### config.mk
export PLATFORM = sky130hd
export DESIGN_NAME = cdb_arbiter_flat
export DESIGN_NICKNAME = d
export VERILOG_FILES = /design/src/rtl/cdb_arbiter_pkg.sv /design/src/rtl/cdb_arbiter_if.sv /design/src/rtl/cdb_arbiter_fifo.sv /design/src/rtl/cdb_arbiter.sv /design/src/flat_wrapper.sv
export SDC_FILE = /design/constraint.sdc
export NUM_CORES = 1
export LEC_CHECK = 0
export ABC_CLOCK_PERIOD_IN_PS = 3500
export BUFFER_PORTS_ARGS = -buffer_cell sky130_fd_sc_hd__buf_2
export CORE_MARGIN = 4
export CORE_UTILIZATION = 55
export DETAILED_ROUTE_END_ITERATION = 10
export PLACE_DENSITY = 0.74
export SYNTH_ARGS = -nofsm -noshare
export SYNTH_HDL_FRONTEND = slang
export SYNTH_SLANG_ARGS = --single-unit
### constraint.sdc
create_clock -name clk -period 3.5 [get_ports clk]
set_input_delay 0.35 -clock clk [delete_from_list [all_inputs] [get_ports clk]]
set_output_delay 0.35 -clock clk [all_outputs]
set_load 0.05 [all_outputs]
### src/rtl/cdb_arbiter_pkg.sv
// Shared types and sizing for the common data bus arbiter.
// Holds the source encodings and the default queue depth and ROB tag width.
package cdb_arbiter_pkg;

  localparam int unsigned CdbBufBit = 2;
  localparam int unsigned RobW      = 5;

  typedef enum logic {
    CdbAlu = 1'b0,
    CdbLsb = 1'b1
  } cdb_src_e;

  function automatic cdb_src_e other_src(cdb_src_e s);
    return (s == CdbAlu) ? CdbLsb : CdbAlu;
  endfunction

endpackage

### src/rtl/cdb_arbiter_if.sv
// Producer-side (ALU, LSB) and broadcast-side signals of the common data bus.
// The arbiter uses the master modport; producers and consumers use the slave modport.
interface cdb_arbiter_if
  import cdb_arbiter_pkg::*;
#(
  parameter int unsigned ROB_W = RobW
) ();

  logic             alu_valid;
  logic [ROB_W-1:0] alu_rob_id;
  logic [31:0]      alu_value;
  logic             alu_full;

  logic             lsb_valid;
  logic [ROB_W-1:0] lsb_rob_id;
  logic [31:0]      lsb_value;
  logic             lsb_full;

  logic             cdb_valid;
  logic [ROB_W-1:0] cdb_rob_id;
  logic [31:0]      cdb_value;
  logic             cdb_src;

  modport master (
    input  alu_valid, alu_rob_id, alu_value,
    input  lsb_valid, lsb_rob_id, lsb_value,
    output alu_full, lsb_full,
    output cdb_valid, cdb_rob_id, cdb_value, cdb_src
  );

  modport slave (
    output alu_valid, alu_rob_id, alu_value,
    output lsb_valid, lsb_rob_id, lsb_value,
    input  alu_full, lsb_full,
    input  cdb_valid, cdb_rob_id, cdb_value, cdb_src
  );

endinterface

### src/rtl/cdb_arbiter_fifo.sv
// Per-producer circular result queue (tag + value) for the CDB arbiter.
// Pushes on a full queue are dropped; clear empties the queue and ignores push/pop.
module cdb_arbiter_fifo #(
  parameter int unsigned BUF_BIT = 2,
  parameter int unsigned ROB_W   = 5
) (
  input  logic             clk,
  input  logic             rst,
  input  logic             rdy,
  input  logic             clear,
  input  logic             push,
  input  logic [ROB_W-1:0] push_tag,
  input  logic [31:0]      push_val,
  input  logic             pop,
  output logic [ROB_W-1:0] head_tag,
  output logic [31:0]      head_val,
  output logic             empty,
  output logic             full
);

  localparam int unsigned Depth = 1 << BUF_BIT;
  localparam logic [BUF_BIT:0] DepthCnt = Depth[BUF_BIT:0];

  logic [ROB_W-1:0]   tag_q [Depth];
  logic [31:0]        val_q [Depth];
  logic [BUF_BIT-1:0] head_q, tail_q;
  logic [BUF_BIT:0]   count_q;
  logic               do_push, do_pop;

  assign empty    = (count_q == '0);
  assign full     = (count_q == DepthCnt);
  assign do_push  = push && !full && !clear;
  assign do_pop   = pop && !empty && !clear;
  assign head_tag = tag_q[head_q];
  assign head_val = val_q[head_q];

  always_ff @(posedge clk) begin
    if (rst) begin
      head_q  <= '0;
      tail_q  <= '0;
      count_q <= '0;
    end else if (rdy) begin
      if (clear) begin
        head_q  <= '0;
        tail_q  <= '0;
        count_q <= '0;
      end else begin
        if (do_push) tail_q <= tail_q + 1'b1;
        if (do_pop)  head_q <= head_q + 1'b1;
        if (do_push && !do_pop) begin
          count_q <= count_q + 1'b1;
        end else if (!do_push && do_pop) begin
          count_q <= count_q - 1'b1;
        end
      end
    end
  end

  // Storage needs no reset; validity is tracked by count_q.
  always_ff @(posedge clk) begin
    if (rdy && do_push) begin
      tag_q[tail_q] <= push_tag;
      val_q[tail_q] <= push_val;
    end
  end

endmodule

### src/rtl/cdb_arbiter.sv
// Round-robin arbiter between the ALU and LSB result streams onto the single CDB.
// Each producer has a bypassable queue; the winner is broadcast from a register.
module cdb_arbiter
  import cdb_arbiter_pkg::*;
#(
  parameter int unsigned BUF_BIT = CdbBufBit,
  parameter int unsigned ROB_W   = RobW
) (
  input logic          clk,
  input logic          rst,
  input logic          rdy,
  input logic          clear,
  cdb_arbiter_if.master bus
);

  logic [ROB_W-1:0] alu_head_tag, lsb_head_tag;
  logic [31:0]      alu_head_val, lsb_head_val;
  logic             alu_empty, lsb_empty;
  logic             alu_q_full, lsb_q_full;

  logic             alu_cand, lsb_cand, any_cand;
  logic [ROB_W-1:0] alu_cand_tag, lsb_cand_tag, win_tag;
  logic [31:0]      alu_cand_val, lsb_cand_val, win_val;
  cdb_src_e         winner;
  logic             alu_push, lsb_push, alu_pop, lsb_pop;

  cdb_src_e         last_grant_q;
  logic             cdb_valid_q;
  logic [ROB_W-1:0] cdb_rob_id_q;
  logic [31:0]      cdb_value_q;
  cdb_src_e         cdb_src_q;

  // Candidate is the queue head, or the incoming result when the queue is empty.
  assign alu_cand     = bus.alu_valid || !alu_empty;
  assign lsb_cand     = bus.lsb_valid || !lsb_empty;
  assign any_cand     = alu_cand || lsb_cand;
  assign alu_cand_tag = alu_empty ? bus.alu_rob_id : alu_head_tag;
  assign alu_cand_val = alu_empty ? bus.alu_value  : alu_head_val;
  assign lsb_cand_tag = lsb_empty ? bus.lsb_rob_id : lsb_head_tag;
  assign lsb_cand_val = lsb_empty ? bus.lsb_value  : lsb_head_val;

  always_comb begin
    winner = CdbAlu;
    if (alu_cand && lsb_cand) begin
      winner = other_src(last_grant_q);
    end else if (lsb_cand) begin
      winner = CdbLsb;
    end
  end

  assign win_tag = (winner == CdbAlu) ? alu_cand_tag : lsb_cand_tag;
  assign win_val = (winner == CdbAlu) ? alu_cand_val : lsb_cand_val;

  assign alu_pop  = any_cand && (winner == CdbAlu) && !alu_empty;
  assign lsb_pop  = any_cand && (winner == CdbLsb) && !lsb_empty;
  // Incoming result is queued unless it was bypassed straight onto the bus.
  assign alu_push = bus.alu_valid && (!alu_empty || (winner != CdbAlu));
  assign lsb_push = bus.lsb_valid && (!lsb_empty || (winner != CdbLsb));

  cdb_arbiter_fifo #(
    .BUF_BIT (BUF_BIT),
    .ROB_W   (ROB_W)
  ) u_alu_fifo (
    .clk      (clk),
    .rst      (rst),
    .rdy      (rdy),
    .clear    (clear),
    .push     (alu_push),
    .push_tag (bus.alu_rob_id),
    .push_val (bus.alu_value),
    .pop      (alu_pop),
    .head_tag (alu_head_tag),
    .head_val (alu_head_val),
    .empty    (alu_empty),
    .full     (alu_q_full)
  );

  cdb_arbiter_fifo #(
    .BUF_BIT (BUF_BIT),
    .ROB_W   (ROB_W)
  ) u_lsb_fifo (
    .clk      (clk),
    .rst      (rst),
    .rdy      (rdy),
    .clear    (clear),
    .push     (lsb_push),
    .push_tag (bus.lsb_rob_id),
    .push_val (bus.lsb_value),
    .pop      (lsb_pop),
    .head_tag (lsb_head_tag),
    .head_val (lsb_head_val),
    .empty    (lsb_empty),
    .full     (lsb_q_full)
  );

  always_ff @(posedge clk) begin
    if (rst) begin
      cdb_valid_q  <= 1'b0;
      cdb_rob_id_q <= '0;
      cdb_value_q  <= '0;
      cdb_src_q    <= CdbAlu;
      last_grant_q <= CdbLsb;
    end else if (rdy) begin
      if (clear) begin
        cdb_valid_q <= 1'b0;
      end else if (any_cand) begin
        cdb_valid_q  <= 1'b1;
        cdb_rob_id_q <= win_tag;
        cdb_value_q  <= win_val;
        cdb_src_q    <= winner;
        last_grant_q <= winner;
      end else begin
        cdb_valid_q <= 1'b0;
      end
    end
  end

  assign bus.alu_full   = alu_q_full;
  assign bus.lsb_full   = lsb_q_full;
  assign bus.cdb_valid  = cdb_valid_q;
  assign bus.cdb_rob_id = cdb_rob_id_q;
  assign bus.cdb_value  = cdb_value_q;
  assign bus.cdb_src    = cdb_src_q;

endmodule

### src/flat_wrapper.sv
// flat-port wrapper written by rule: the top's interface ports become plain ports
module cdb_arbiter_flat import cdb_arbiter_pkg::*;
#(
  parameter int unsigned BUF_BIT = CdbBufBit,
  parameter int unsigned ROB_W   = RobW
)
  (clk, rst, rdy, clear, bus_alu_valid, bus_alu_rob_id, bus_alu_value, bus_lsb_valid, bus_lsb_rob_id, bus_lsb_value, bus_alu_full, bus_lsb_full, bus_cdb_valid, bus_cdb_rob_id, bus_cdb_value, bus_cdb_src);
  cdb_arbiter_if #(.ROB_W(ROB_W)) bus_i ();
  input logic clk;
  input logic rst;
  input logic rdy;
  input logic clear;
  input wire logic [$bits(bus_i.alu_valid)-1:0] bus_alu_valid;
  input wire logic [$bits(bus_i.alu_rob_id)-1:0] bus_alu_rob_id;
  input wire logic [$bits(bus_i.alu_value)-1:0] bus_alu_value;
  input wire logic [$bits(bus_i.lsb_valid)-1:0] bus_lsb_valid;
  input wire logic [$bits(bus_i.lsb_rob_id)-1:0] bus_lsb_rob_id;
  input wire logic [$bits(bus_i.lsb_value)-1:0] bus_lsb_value;
  output wire logic [$bits(bus_i.alu_full)-1:0] bus_alu_full;
  output wire logic [$bits(bus_i.lsb_full)-1:0] bus_lsb_full;
  output wire logic [$bits(bus_i.cdb_valid)-1:0] bus_cdb_valid;
  output wire logic [$bits(bus_i.cdb_rob_id)-1:0] bus_cdb_rob_id;
  output wire logic [$bits(bus_i.cdb_value)-1:0] bus_cdb_value;
  output wire logic [$bits(bus_i.cdb_src)-1:0] bus_cdb_src;
  assign bus_i.alu_valid = bus_alu_valid;
  assign bus_i.alu_rob_id = bus_alu_rob_id;
  assign bus_i.alu_value = bus_alu_value;
  assign bus_i.lsb_valid = bus_lsb_valid;
  assign bus_i.lsb_rob_id = bus_lsb_rob_id;
  assign bus_i.lsb_value = bus_lsb_value;
  assign bus_alu_full = bus_i.alu_full;
  assign bus_lsb_full = bus_i.lsb_full;
  assign bus_cdb_valid = bus_i.cdb_valid;
  assign bus_cdb_rob_id = bus_i.cdb_rob_id;
  assign bus_cdb_value = bus_i.cdb_value;
  assign bus_cdb_src = bus_i.cdb_src;
  cdb_arbiter #(.BUF_BIT(BUF_BIT), .ROB_W(ROB_W)) u_core (.clk(clk), .rst(rst), .rdy(rdy), .clear(clear), .bus(bus_i));
endmodule
; ---- Word-level counts from Yosys, hierarchy flattened
; Memories as Yosys holds them, arrays and structs flattened. A register that Yosys moved wholly into a read port is not among the register bits.
; Index checks and enable logic that the tools add are counted.
[op_classes]
n_eq_ne = 2
n_addsub = 8
bitwise = 2
n_reduce_logical = 50
n_mux = 37
[op_table]
columns = cell, count
row1 = $mux W32, 3
row2 = $mux W2, 16
row3 = $logic_and A1 B1 Y1, 21
row4 = $mux W3, 6
row5 = $mux W5, 3
row6 = $reduce_and A2 Y1, 6
row7 = $logic_not A1 Y1, 9
row8 = $mux W1, 9
row9 = $add A2 B1 Y2 const B, 4
row10 = $reduce_bool A2 Y1, 4
row11 = $add A3 B1 Y3 const B, 2
row12 = $eq A3 B3 Y1 const B, 2
row13 = $logic_not A3 Y1, 2
row14 = $reduce_bool A3 Y1, 2
row15 = $sub A3 B1 Y3 const B, 2
row16 = $logic_or A1 B1 Y1, 5
row17 = $reduce_and A3 Y1, 1
row18 = $not A1 Y1, 2
[word_totals]
ramBits = 296
word_cells = 114
register_bits = 54
input_bits = 80
out_inout_bits = 41
mem_count = 4
[mem_list]
columns = memory, words, width, rd, rd_clocked_by_memory_dff, wr, line_no
row1 = u_core.u_alu_fifo.val_q, 4, 32, 1, 1, 1, cdb_arbiter_fifo.sv:25  ; logic [31:0] val_q [Depth];
row2 = u_core.u_lsb_fifo.val_q, 4, 32, 1, 1, 1, cdb_arbiter_fifo.sv:25
row3 = u_core.u_alu_fifo.tag_q, 4, 5, 1, 1, 1, cdb_arbiter_fifo.sv:24  ; logic [ROB_W-1:0] tag_q [Depth];
row4 = u_core.u_lsb_fifo.tag_q, 4, 5, 1, 1, 1, cdb_arbiter_fifo.sv:24

; ---- Longest topological paths before layout
; Gate-level depths: netlist (run 1).
[depth]
ltp_word = 15
ltp_mapped = 10
depth_no_buf = 8

; ---- Hierarchy
; From an unflattened synthesis (run 1), not the netlist that was laid out.
[hier_totals]
cells_unflattened = 808
area_unflattened_um2 = 14799.2
[by_module_without_submodules]
columns = module, seq_area_each_um2, cells_per_inst, area_per_inst_um2, instances
row1 = cdb_arbiter_fifo at u_core.u_lsb_fifo, 4624.4, 269, 5968.2, 1
row2 = cdb_arbiter_fifo at u_core.u_alu_fifo, 4624.4, 270, 5916.9, 1
row3 = cdb_arbiter, 800.8, 269, 2914.0, 1

; ---- Least setup slack after synthesis (run 1)
; OpenSTA, ideal clock, no wires.
[synth_timing]
path_kind = reg-to-reg
from = register u_core.u_lsb_fifo.count_q[2]
to = register u_core.u_lsb_fifo.count_q[2]
setup_ps = 136
synth_period_minus_slack_ps = 3057
t_arrival_ps = 2921
required_time_ps = 3364
path_buffers = 1
path_slack_ps = 443
path_stages_with_launch = 10
path_cell_list = dfxtp_1 buf_2 nor3b_1 nand3b_1 nor2_1 fa_1 xor2_1 o22ai_1 nand3b_1 a31oi_1
[synth_between]
elab_cells_between_ends = 29
cone_classes = 2 x add/sub / 1 x eq/ne / 5 x mux / 1 x bitwise / 20 x reduce/logical
[synth_rtl]
columns = element, line_no
row1 = "start, declared", cdb_arbiter_fifo.sv:27  ; logic [BUF_BIT:0] count_q;
row2 = "start signal, assigned", cdb_arbiter_fifo.sv:51  ; count_q <= count_q + 1'b1;
row3 = "start signal, assigned", cdb_arbiter_fifo.sv:53  ; count_q <= count_q - 1'b1;
row4 = $eq A3 B3 Y1 *, cdb_arbiter_fifo.sv:31  ; assign full = (count_q == DepthCnt);
row5 = via bus_lsb_full, flat_wrapper.sv:20  ; output wire logic [$bits(bus_i.lsb_full)-1:0] bus_lsb_full;
row6 = $logic_not A1 Y1 *, cdb_arbiter_fifo.sv:32  ; assign do_push = push && !full && !clear;
row7 = $logic_and A1 B1 Y1 * (2 in series), cdb_arbiter_fifo.sv:32
row8 = $logic_not A1 Y1, cdb_arbiter_fifo.sv:52  ; end else if (!do_push && do_pop) begin
row9 = $logic_and A1 B1 Y1, cdb_arbiter_fifo.sv:52
row10 = $reduce_bool A3 Y1 (no source line), --
row11 = $reduce_and A2 Y1 (no source line), --
; The timed path passes the listed nets; every way through them passes the cells marked *. The select of a mux whose other input is x is not followed.
; A chain may end at the register's enable or synchronous reset.

; ---- Final worst setup path (run 1)
[layout_timing]
from = register u_core.u_lsb_fifo.count_q[0]
to = register u_core.cdb_value_q[1] (netlist: u_core.bus.cdb_value[1])
[layout_between]
elab_chain_len = 6
elab_cells_between_ends = 10
cone_classes = 4 x mux / 6 x reduce/logical
[layout_rtl]
columns = element, line_no
row1 = $logic_not A3 Y1 *, cdb_arbiter_fifo.sv:30  ; assign empty = (count_q == '0);
row2 = $logic_not A1 Y1, cdb_arbiter.sv:35  ; assign lsb_cand = bus.lsb_valid || !lsb_empty;
row3 = $logic_or A1 B1 Y1, cdb_arbiter.sv:35
row4 = $mux W1 / $logic_and A1 B1 Y1 (equally long branches), "cdb_arbiter.sv:46, cdb_arbiter.sv:44"
row5 = $mux W1, cdb_arbiter.sv:44  ; if (alu_cand && lsb_cand) begin
row6 = $mux W32, cdb_arbiter.sv:52  ; assign win_val = (winner == CdbAlu) ? alu_cand_val : lsb_cand_val;
row7 = "end signal, assigned", cdb_arbiter.sv:109  ; cdb_value_q <= win_val;
row8 = "end, declared", cdb_arbiter.sv:30  ; logic [31:0] cdb_value_q;
; Every way passes the cells marked *; elsewhere a longest branch is shown, timed or not.

==> results of run 1 <==
## power breakdown
group / internal, µW / total (µW) / switching (µW)
Clock: 2270 / 3810 / 1540
Sequential: 4620 / 4660 / 39.5
Combinational: 228 / 768 / 540
Total: 7120 / 9240 / 2120
## area by class of cell
class	instances	area, µm²
inverters	50	189
diodes	4	10.0
well taps	335	419
fillers	1829	9220
multi-input cells	459	4050
repair buffers	151	946
clock inverters	17	185
clock buffers	50	985
flip-flops and latches	354	10100
## worst min-delay path by stage
stage / from / to / slack [ns] / depth (start not counted)
after floorplan: bus_alu_rob_id[0] / u_core.u_alu_fifo.tag_q[0][0] / 0.45 / 0
after global placement: u_core.bus.cdb_value[10] / u_core.bus.cdb_value[10] / 0.48 / 2
after detailed placement: u_core.bus.cdb_value[26] / u_core.bus.cdb_value[26] / 0.48 / 2
after CTS: bus_lsb_value[19] / u_core.u_lsb_fifo.val_q[2][19] / 0.05 / 1
after global routing: bus_lsb_value[11] / u_core.u_lsb_fifo.val_q[1][11] / 0.05 / 1
final: bus_alu_value[9] / u_core.u_alu_fifo.val_q[3][9] / 0.06 / 1
## cell families after synthesis
logic type	Yosys count
AO/OA/AOI/OAI	152
AND/OR/NAND/NOR	219
adder cells (fa/ha/maj)	10
multiplexers	77
buffers and inverters	118
XOR/XNOR	1
flip-flops	354
## through the flow
| stage | util [%] | instance area, µm² |
|---|---|---|
| floorplan | - | 14600 |
| global placement | 60.1 | 15700 |
| detailed placement | 60.1 | 15700 |
| CTS | 64.6 | 16800 |
| global route | 64.6 | 16800 |
| finish | 64.6 | 16800 |
## worst register-to-register path, stage by stage (launching register included)
cell	delay, ns
dfxtp_1	0.37
or3_2	0.89
nand2_1	0.17
a21oi_1	0.16
a2111oi_0	0.63
buf_4	0.23
nor3_1	0.04
## placed cells by master, fill, tap and decap left out, drive strengths merged, types with 39 or more instances in the layout
cell type	synthesis	final
edfxtp	296	296
buf	37	151
a21oi	81	81
mux4	74	74
dfxtp	58	58
nor2	57	57
nand2	56	56
inv	49	51
clkbuf	31	50
nand3	40	40
nor3	39	39
## routing by layer
metal  vias to the layer above  part of all wire, %  wire (µm)
li1                       3875                    -          -
met1                      4397                   41      13700
met2                       372                   49      16600
met3                        50                  8.0       2700
met4                         6                  2.0        670
met5                         -                0.092         31
## flip-flops by register name, indices dropped and copies added (netlist names), named ones only
| signal | count |
|---|---|
| u_core.u_lsb_fifo.val_q | 128 |
| u_core.u_lsb_fifo.tail_q | 2 |
| u_core.bus.cdb_src | 1 |
| u_core.bus.cdb_value | 32 |
| u_core.u_lsb_fifo.tag_q | 20 |
| u_core.u_lsb_fifo.count_q | 3 |
| u_core.u_alu_fifo.tail_q | 2 |
| u_core.last_grant_q | 1 |
| u_core.u_alu_fifo.tag_q | 20 |
| u_core.u_alu_fifo.val_q | 128 |
| u_core.bus.cdb_valid | 1 |
| u_core.u_alu_fifo.head_q | 2 |
| u_core.u_lsb_fifo.head_q | 2 |
| u_core.u_alu_fifo.count_q | 3 |
| u_core.bus.cdb_rob_id | 5 |
==> impl_metrics.tcl, run 1 <==
set metrics [dict create \
    grt-busiest-layer "met2" \
    antenna_left 0 \
    h-tree-depth 2 \
    endpoint_kind "flop" \
    cpPeakStageDelay_ns 0.89 \
    synth_area_um2 14600 \
    vias 8700 \
    ir_drop_mv 0.359 \
    maxSlewHeadroom_pct 41.7 \
    drive_gt1_share_pct 31.2 \
    clock_latency_ns 0.52 \
    synth-compound-area-share_pct 7.72 \
    hold_viol 0 \
    fp.dieW_um 171 \
    synth_edf_count 296 \
    die_area_um2 29200 \
    cts_buffers 37 \
    avgSynthCellArea_um2 15.7 \
    yosysMostFrequentCell "edfxtp_1" \
    endpoint "u_core.bus.cdb_value[1]" \
    worstReg2RegEnd "u_core.bus.cdb_value[1]" \
    layout.nets 1143 \
    grt_pass1_wl_mm 51.9 \
    met1_usage_pct 33.0 \
    first_pass_iters 5 \
    tightest_slew_ns 0.867 \
    antenna_found_initial 6 \
    rr_startpoint "u_core.u_lsb_fifo.count_q[0]" \
    synth_xor_area_share_pct 0.0600 \
    worstPathCellList "or3_2, nand2_1, a21oi_1, a2111oi_0, buf_4, nor3_1" \
    synth_top_area_share_pct 60.9 \
    grt_start_max_net_pins 54 \
    hold_class "input port to flop" \
    required_ns 3.87 \
    slew_violations 0 \
    syn_nets 1021 \
    cts_hold_buf 0 \
    core-area_um2 26100 \
    place_inst 1349 \
    netlist_instances 931 \
    viasPerCell 6.13 \
    cts_tree "yes" \
    grt_pass1_vias 8901 \
    gp_congestion 0.844 \
    clock_skew_ns 0.0203 \
    clkSinkCount 354 \
    overflow 0 \
    routed_wl_mm 33.7 \
    start_kind "flop" \
    synthArstFlopShare_pct 0 \
    max_freq_mhz 381 \
    cts.repair.resized 0 \
    cp_slowest_cell "or3_2" \
    clk_pin_slew_ns 0.06 \
    cap_violations 0 \
    setup_viol 0 \
    rows 59 \
    die_h_um 171 \
    status "finished, final reports clean" \
    pre_cts_slack_ns 0.882 \
    dr.first_iter.drc_count 923 \
    synthMuxAreaShare_pct 11.6 \
    reg2reg_slack_ns 0.87 \
    p_per_area_nw_per_um2 549 \
    synth_top_family_by_area "multiplexers" \
    ios 121 \
    remaining_drc_errors 0 \
    clockRootBuffer "clkbuf_16" \
    p_leak_uw 0.00571 \
    yosys.area.top_type "edfxtp_1" \
    reg2reg_depth 6 \
    fin_crit_sh_pct 75.0 \
    critPathBufInv 1 \
    synth_fa_ha_area_share_pct 0.960 \
    critical-path-top-delay-family "simple AND/OR/NAND/NOR gates" \
    synthFlopType "edfxtp_1" \
    yosysUniqueCellTypes 60 \
    numPortBuffers 120 \
    grt_use_total_pct 23.3 \
    rsz0062_at_grt "no" \
    holdWs_ns 0.0587 \
    p_total_uw 9240 \
    wl_per_cell_um 23.7 \
    grtUsageMet3_pct 4.64 \
    path_depth 6 \
    synth.ff_latch_count 354 \
    cts_setup_buffers 0 \
    ys_top_cells_by_count "edfxtp_1 (296), mux4_2 (74), dfxtp_1 (58)" \
    clockBufferDepth 3 \
    area_delta_synth_final_pct 15.3 \
    synth-warning-count 0 \
    crit_arrival_ns 3.00 \
    dp_hpwl_mm 21.7 \
    post-route-min-period_ns 2.63 \
    synthSimpleGateAreaFrac_pct 7.20 \
    met2_usage_pct 37.5 \
    finalNonFillerCells 1420 \
    ys_seq_area_share_pct 68.8 \
    finalSetupTns_ns 0 \
    synth.area.top_cells "edfxtp_1 (61%), mux4_2 (11%), dfxtp_1 (8.0%), a21oi_1 (1.8%), a21oi_2 (1.7%)" \
    initial_core_util_pct 56.0 \
    setup_slack_ns 0.874 \
    critPathKind "flop to flop" \
    crit_start "u_core.u_lsb_fifo.count_q[0]" \
    critical_path.max_fanout 38 \
]
No activity file was read; power rests on OpenSTA's default activity.
==> run 2, diff against run 1 <==
--- a/config.mk
+++ b/config.mk
@@ -5,7 +5,7 @@
 export SDC_FILE = /design/constraint.sdc
 export NUM_CORES = 1
 export LEC_CHECK = 0
-export ABC_CLOCK_PERIOD_IN_PS = 3500
+export ABC_CLOCK_PERIOD_IN_PS = 2630
 export BUFFER_PORTS_ARGS = -buffer_cell sky130_fd_sc_hd__buf_2
 export CORE_MARGIN = 4
 export CORE_UTILIZATION = 55
==> constraint.sdc (replaced) <==
create_clock -name clk -period 2.63 [get_ports clk]
set_input_delay 0.263 -clock clk [delete_from_list [all_inputs] [get_ports clk]]
set_output_delay 0.263 -clock clk [all_outputs]
set_load 0.05 [all_outputs]
==> run 2 against run 1 <==
Net effect: combinational power increased by 54%; utilization rose by 4.2 points; worst setup slack worse by 0.70 ns; cell area up 6.5%; critical path depth up 2; via count up 5.6%; flip-flop and latch count did not move; maximum frequency is 6.7% higher; clock-buffer cell count unchanged; critical path type unchanged; critical endpoint is now u_core.u_alu_fifo.count_q[2]; largest power group unchanged.
==> impl_metrics.tcl, run 2 (synthesized netlist as in run 1, its figures left out) <==
set metrics [dict create \
    final_common_cell "edfxtp_1" \
    hold_viol 0 \
    overflow 0 \
    holdWs_ns 0.0237 \
    status "finished, final reports clean" \
    gp_congestion 0.833 \
    hold_class "input port to flop" \
    numPortBuffers 120 \
    dr.first_iter.drc_count 1021 \
    cts.repair.resized 0 \
    wl_per_cell_um 24.0 \
    fp.dieW_um 171 \
    clockBufferDepth 3 \
    max_freq_mhz 406 \
    first_pass_iters 6 \
    grt_pass1_vias 9584 \
    slew_violations 0 \
    dp_hpwl_mm 22.0 \
    rows 59 \
    cts_tree "yes" \
    p_per_area_nw_per_um2 713 \
    fin_crit_sh_pct 93.5 \
    die_area_um2 29200 \
    p_leak_uw 0.00619 \
    ios 121 \
    post-route-min-period_ns 2.46 \
    required_ns 3.03 \
    layout.nets 1230 \
    routed_wl_mm 36.1 \
    maxSlewHeadroom_pct 18.3 \
    cts_buffers 36 \
    drive_gt1_share_pct 31.5 \
    endpoint_kind "flop" \
    critical_path.max_fanout 8 \
    setup_viol 0 \
    ir_drop_mv 0.543 \
    final_cell_mix "edfxtp_1 (296), buf_2 (120), mux4_2 (74)" \
    clkSinkCount 354 \
    grt_use_total_pct 24.9 \
    vias 9189 \
    die_h_um 171 \
    critPathKind "flop to flop" \
    initial_core_util_pct 56.0 \
    clock_skew_ns 0.0147 \
    clockRootBuffer "clkbuf_16" \
    tightest_slew_ns 1.22 \
    finalSetupTns_ns 0 \
    grt_pass1_wl_mm 55.3 \
    area_delta_synth_final_pct 22.7 \
    h-tree-depth 2 \
    grt_start_max_net_pins 54 \
    remaining_drc_errors 0 \
    core-area_um2 26100 \
    clk_pin_slew_ns 0.07 \
    antenna_found_initial 4 \
    rsz0062_at_grt "no" \
    viasPerCell 6.11 \
    crit_arrival_ns 2.86 \
    start_kind "flop" \
    cap_violations 0 \
    antenna_left 0 \
    clock_latency_ns 0.52 \
]
run 2: changes by cell type in the layout (fill, tap and decap cells not counted), moves of 2 or more:
cell           change
clkbuf_8           +7
dlygate4sd3_1     +72
buf_12            +11
diode_2            -2
clkbuf_1           -7
buf_4              +5
clkinv_1           -5
run 2: where the power goes:
group          internal, µW  switching (µW)  total [µW]
Sequential             6150            44.7        6190
Clock                  3310            2110        5410
Combinational           410             767        1180
Total                  9860            2920       12800
run 2: final timing paths:
check | start | endpoint | slack (ns) | cells past startpoint
max | u_core.u_lsb_fifo.count_q[0] | u_core.u_alu_fifo.count_q[2] | 0.17 | 8
min | bus_alu_value[4] | u_core.u_alu_fifo.val_q[3][4] | 0.02 | 1
max reg2reg | u_core.u_lsb_fifo.count_q[0] | u_core.u_alu_fifo.count_q[2] | 0.17 | 8
min reg2reg | u_core.bus.cdb_value[13] | u_core.bus.cdb_value[13] | 0.49 | 2
run 2: worst max-delay path: stages (launching register included):
cell	delay, ns
dfxtp_1	0.39
or4_4	0.60
nand3b_1	0.14
nor3_1	0.08
fa_1	0.50
a211o_1	0.26
o2111ai_1	0.20
a41o_1	0.12
nand2_1	0.05
run 2: final cells by class:
cell class                      count  area, µm²
Sequential cell                   354      10100
Fill cell                        1704       8130
Multi-Input combinational cell    459       4060
Timing Repair Buffer              239       1920
Clock buffer                       50       1050
Tap cell                          335        419
Clock inverter                     16        218
Inverter                           50        189
Antenna cell                        2       5.00
run 2: per-stage QoR:
step | setup WS, ns | cell area (µm²) | total power, µW | utilization, % | std cells
floorplan | 0.0292 | 14600 | 6980 | - | 931
global placement | 0.204 | 15900 | 7350 | 61.1 | 1364
detailed placement | 0.135 | 15900 | 7380 | 61.1 | 1364
CTS | 0.117 | 17900 | 12800 | 68.7 | 1502
global route | 0.0311 | 17900 | 13200 | 68.8 | 1504
finish | 0.170 | 17900 | 12800 | 68.8 | 1505
run 2: what timing repair did:
action                     4_1_cts  5_1_grt
hold endpoints to repair       287        0
setup endpoints to repair        0        1
buffers inserted                 0        1
hold buffers                    72        0
run 2: per-layer routing:
| metal | routed length, µm | GRT usage, % | vias up |
|---|---|---|---|
| met2 | 17500 | 40.5 | 471 |
| met3 | 3160 | 4.57 | 100 |
| met5 | 29 | 0 | - |
| li1 | - | - | 4047 |
| met1 | 14300 | 34.7 | 4565 |
| met4 | 1030 | 8.34 | 6 |
==> run 3, diff against run 2 <==
--- a/config.mk
+++ b/config.mk
@@ -11,6 +11,7 @@
 export CORE_UTILIZATION = 55
 export DETAILED_ROUTE_END_ITERATION = 10
 export PLACE_DENSITY = 0.74
+export REMOVE_ABC_BUFFERS = 1
 export SYNTH_ARGS = -nofsm -noshare
 export SYNTH_HDL_FRONTEND = slang
 export SYNTH_SLANG_ARGS = --single-unit
==> run 3 against run 2 <==
Net effect: clock-buffer cell count is the same; hold slack improved by 0.11 ns; largest cell class unchanged; die area unchanged; highest routed layer is now met4; utilization shrank 1.3 points; via count fell by 0.64%.
==> impl_metrics.tcl, run 3 (synthesized netlist as in run 1, its figures left out) <==
set metrics [dict create \
    rows 59 \
    initial_core_util_pct 56.0 \
    fin_crit_sh_pct 94.7 \
    remaining_drc_errors 0 \
    place_inst 1354 \
    p_per_area_nw_per_um2 687 \
    max_freq_mhz 401 \
    slew_violations 0 \
    final_common_cell "edfxtp_1" \
    cts_tree "yes" \
    crit_arrival_ns 2.90 \
    cap_violations 0 \
    reg2reg_depth 8 \
    critPathKind "flop to flop" \
    die_h_um 171 \
    clock_skew_ns 0.0156 \
    viasPerCell 6.11 \
    area_delta_synth_final_pct 20.5 \
    dpl_cell_area_um2 15800 \
    clock_latency_ns 0.52 \
    vias 9130 \
    cts_buffers 35 \
    h-tree-depth 2 \
    clkSinkCount 354 \
    finalNonFillerCells 1494 \
    p_leak_uw 0.00602 \
    fp.dieW_um 171 \
    clockRootBuffer "clkbuf_16" \
    grt_pass1_wl_mm 53.3 \
    status "finished, final reports clean" \
    wl_per_cell_um 22.9 \
    rsz0062_at_grt "no" \
    tightest_slew_ns 0.707 \
    post-route-min-period_ns 2.49 \
    numPortBuffers 120 \
    dr.first_iter.drc_count 961 \
    final_cell_mix "edfxtp_1 (296), buf_2 (120), mux4_2 (74), dlygate4sd3_1 (74)" \
    cpPeakStageDelay_ns 0.55 \
    n_fill_cell 1794 \
    dp_hpwl_mm 21.4 \
    cp_slowest_cell "or4_4" \
    cts.repair.resized 0 \
    drive_gt1_share_pct 29.1 \
    gp_congestion 0.833 \
    switchingPower_uw 2830 \
    path_depth 8 \
    final_area_um2 17600 \
    power.internal_uw 9260 \
    hold_class "input port to flop" \
    critical-path-top-delay-family "simple AND/OR/NAND/NOR gates" \
    clockBufferDepth 3 \
    switching_share_pct 23.4 \
    hold_viol 0 \
    endpoint_kind "flop" \
    setup_viol 0 \
    critical_path.max_fanout 9 \
    worstPathCellList "or4_4, nand3b_1, nor3_1, fa_1, a211o_1, o2111ai_1, a41o_1, nand2_1" \
    die_area_um2 29200 \
    power_frac_comb_pct 9.6 \
    power_frac_seq_pct 51.2 \
    start_kind "flop" \
    grt_start_max_net_pins 54 \
    core-area_um2 26100 \
    ios 121 \
    clk_pin_slew_ns 0.06 \
    overflow 0 \
    routed_wl_mm 34.3 \
    min_path_cells 2 \
    critPathBufInv 0 \
    p_clk_share_pct 39.2 \
    layout.nets 1220 \
    maxSlewHeadroom_pct 52.9 \
    grt_pass1_vias 9130 \
    antenna_left 0 \
    required_ns 3.03 \
    ir_drop_mv 0.543 \
    antenna_found_initial 1 \
    grt_use_total_pct 23.7 \
    first_pass_iters 5 \
]
## run 3: changes by cell type in the layout (fill, tap and decap cells not counted), sizes merged
cell         delta
dlygate4sd3     +2
clkinv          +4
bufinv          -4
buf            -11
inv             -1
clkinvlp        -1
## run 3: layout make-up
cell class | count | area [µm²] | share of cell area [%]
clock inverter | 14 | 103 | 0.583
tap | 335 | 419 | 2.38
sequential | 354 | 10100 | 57.1
clock buffer | 50 | 983 | 5.59
timing repair buffer | 230 | 1800 | 10.2
inverter | 50 | 189 | 1.07
antenna | 2 | 5.00 | 0.0284
multi-input combinational | 459 | 4050 | 23.0
## run 3: routing by layer
layer  global-route usage [%]  wire length, µm
met1                     34.2            13800
met2                     37.5            16900
met3                     4.83             2890
met4                     6.79              691
met5                        0                0
## run 3: repair_timing
item | in CTS | in global routing
endpoints found under the hold margin | 296 | 0
setup buffers | 0 | 0
hold buffers | 74 | 0
## run 3: power by group through the flow
stage / registers, µW / clock network (µW) / logic, µW
after floorplan: 6480 / 0 / 430
after global placement: 6310 / 0 / 1040
after detailed placement: 6310 / 0 / 1060
after CTS: 6190 / 4800 / 1160
after global routing: 6200 / 5070 / 1260
final: 6200 / 4740 / 1160
## run 3: final timing paths
kind / start / slack (ns) / end
min: rdy / 0.14 / u_core.u_alu_fifo.tail_q[0]
min reg2reg: u_core.bus.cdb_value[31] / 0.49 / u_core.bus.cdb_value[31]
max: u_core.u_lsb_fifo.count_q[2] / 0.14 / u_core.u_alu_fifo.count_q[2]
max reg2reg: u_core.u_lsb_fifo.count_q[2] / 0.14 / u_core.u_alu_fifo.count_q[2]
## run 3: stage by stage
stage | utilization [%] | hold slack, ns | setup slack (ns) | power, µW | TNS [ns]
floorplan | - | 0.332 | -0.444 | 6910 | -17.13
global placement | 60.5 | 0.471 | 0.225 | 7350 | 0
detailed placement | 60.5 | 0.476 | 0.186 | 7380 | 0
CTS | 67.5 | 0.112 | 0.172 | 12200 | 0
global route | 67.5 | 0.122 | 0.0331 | 12500 | 0
finish | 67.5 | 0.137 | 0.138 | 12100 | 0
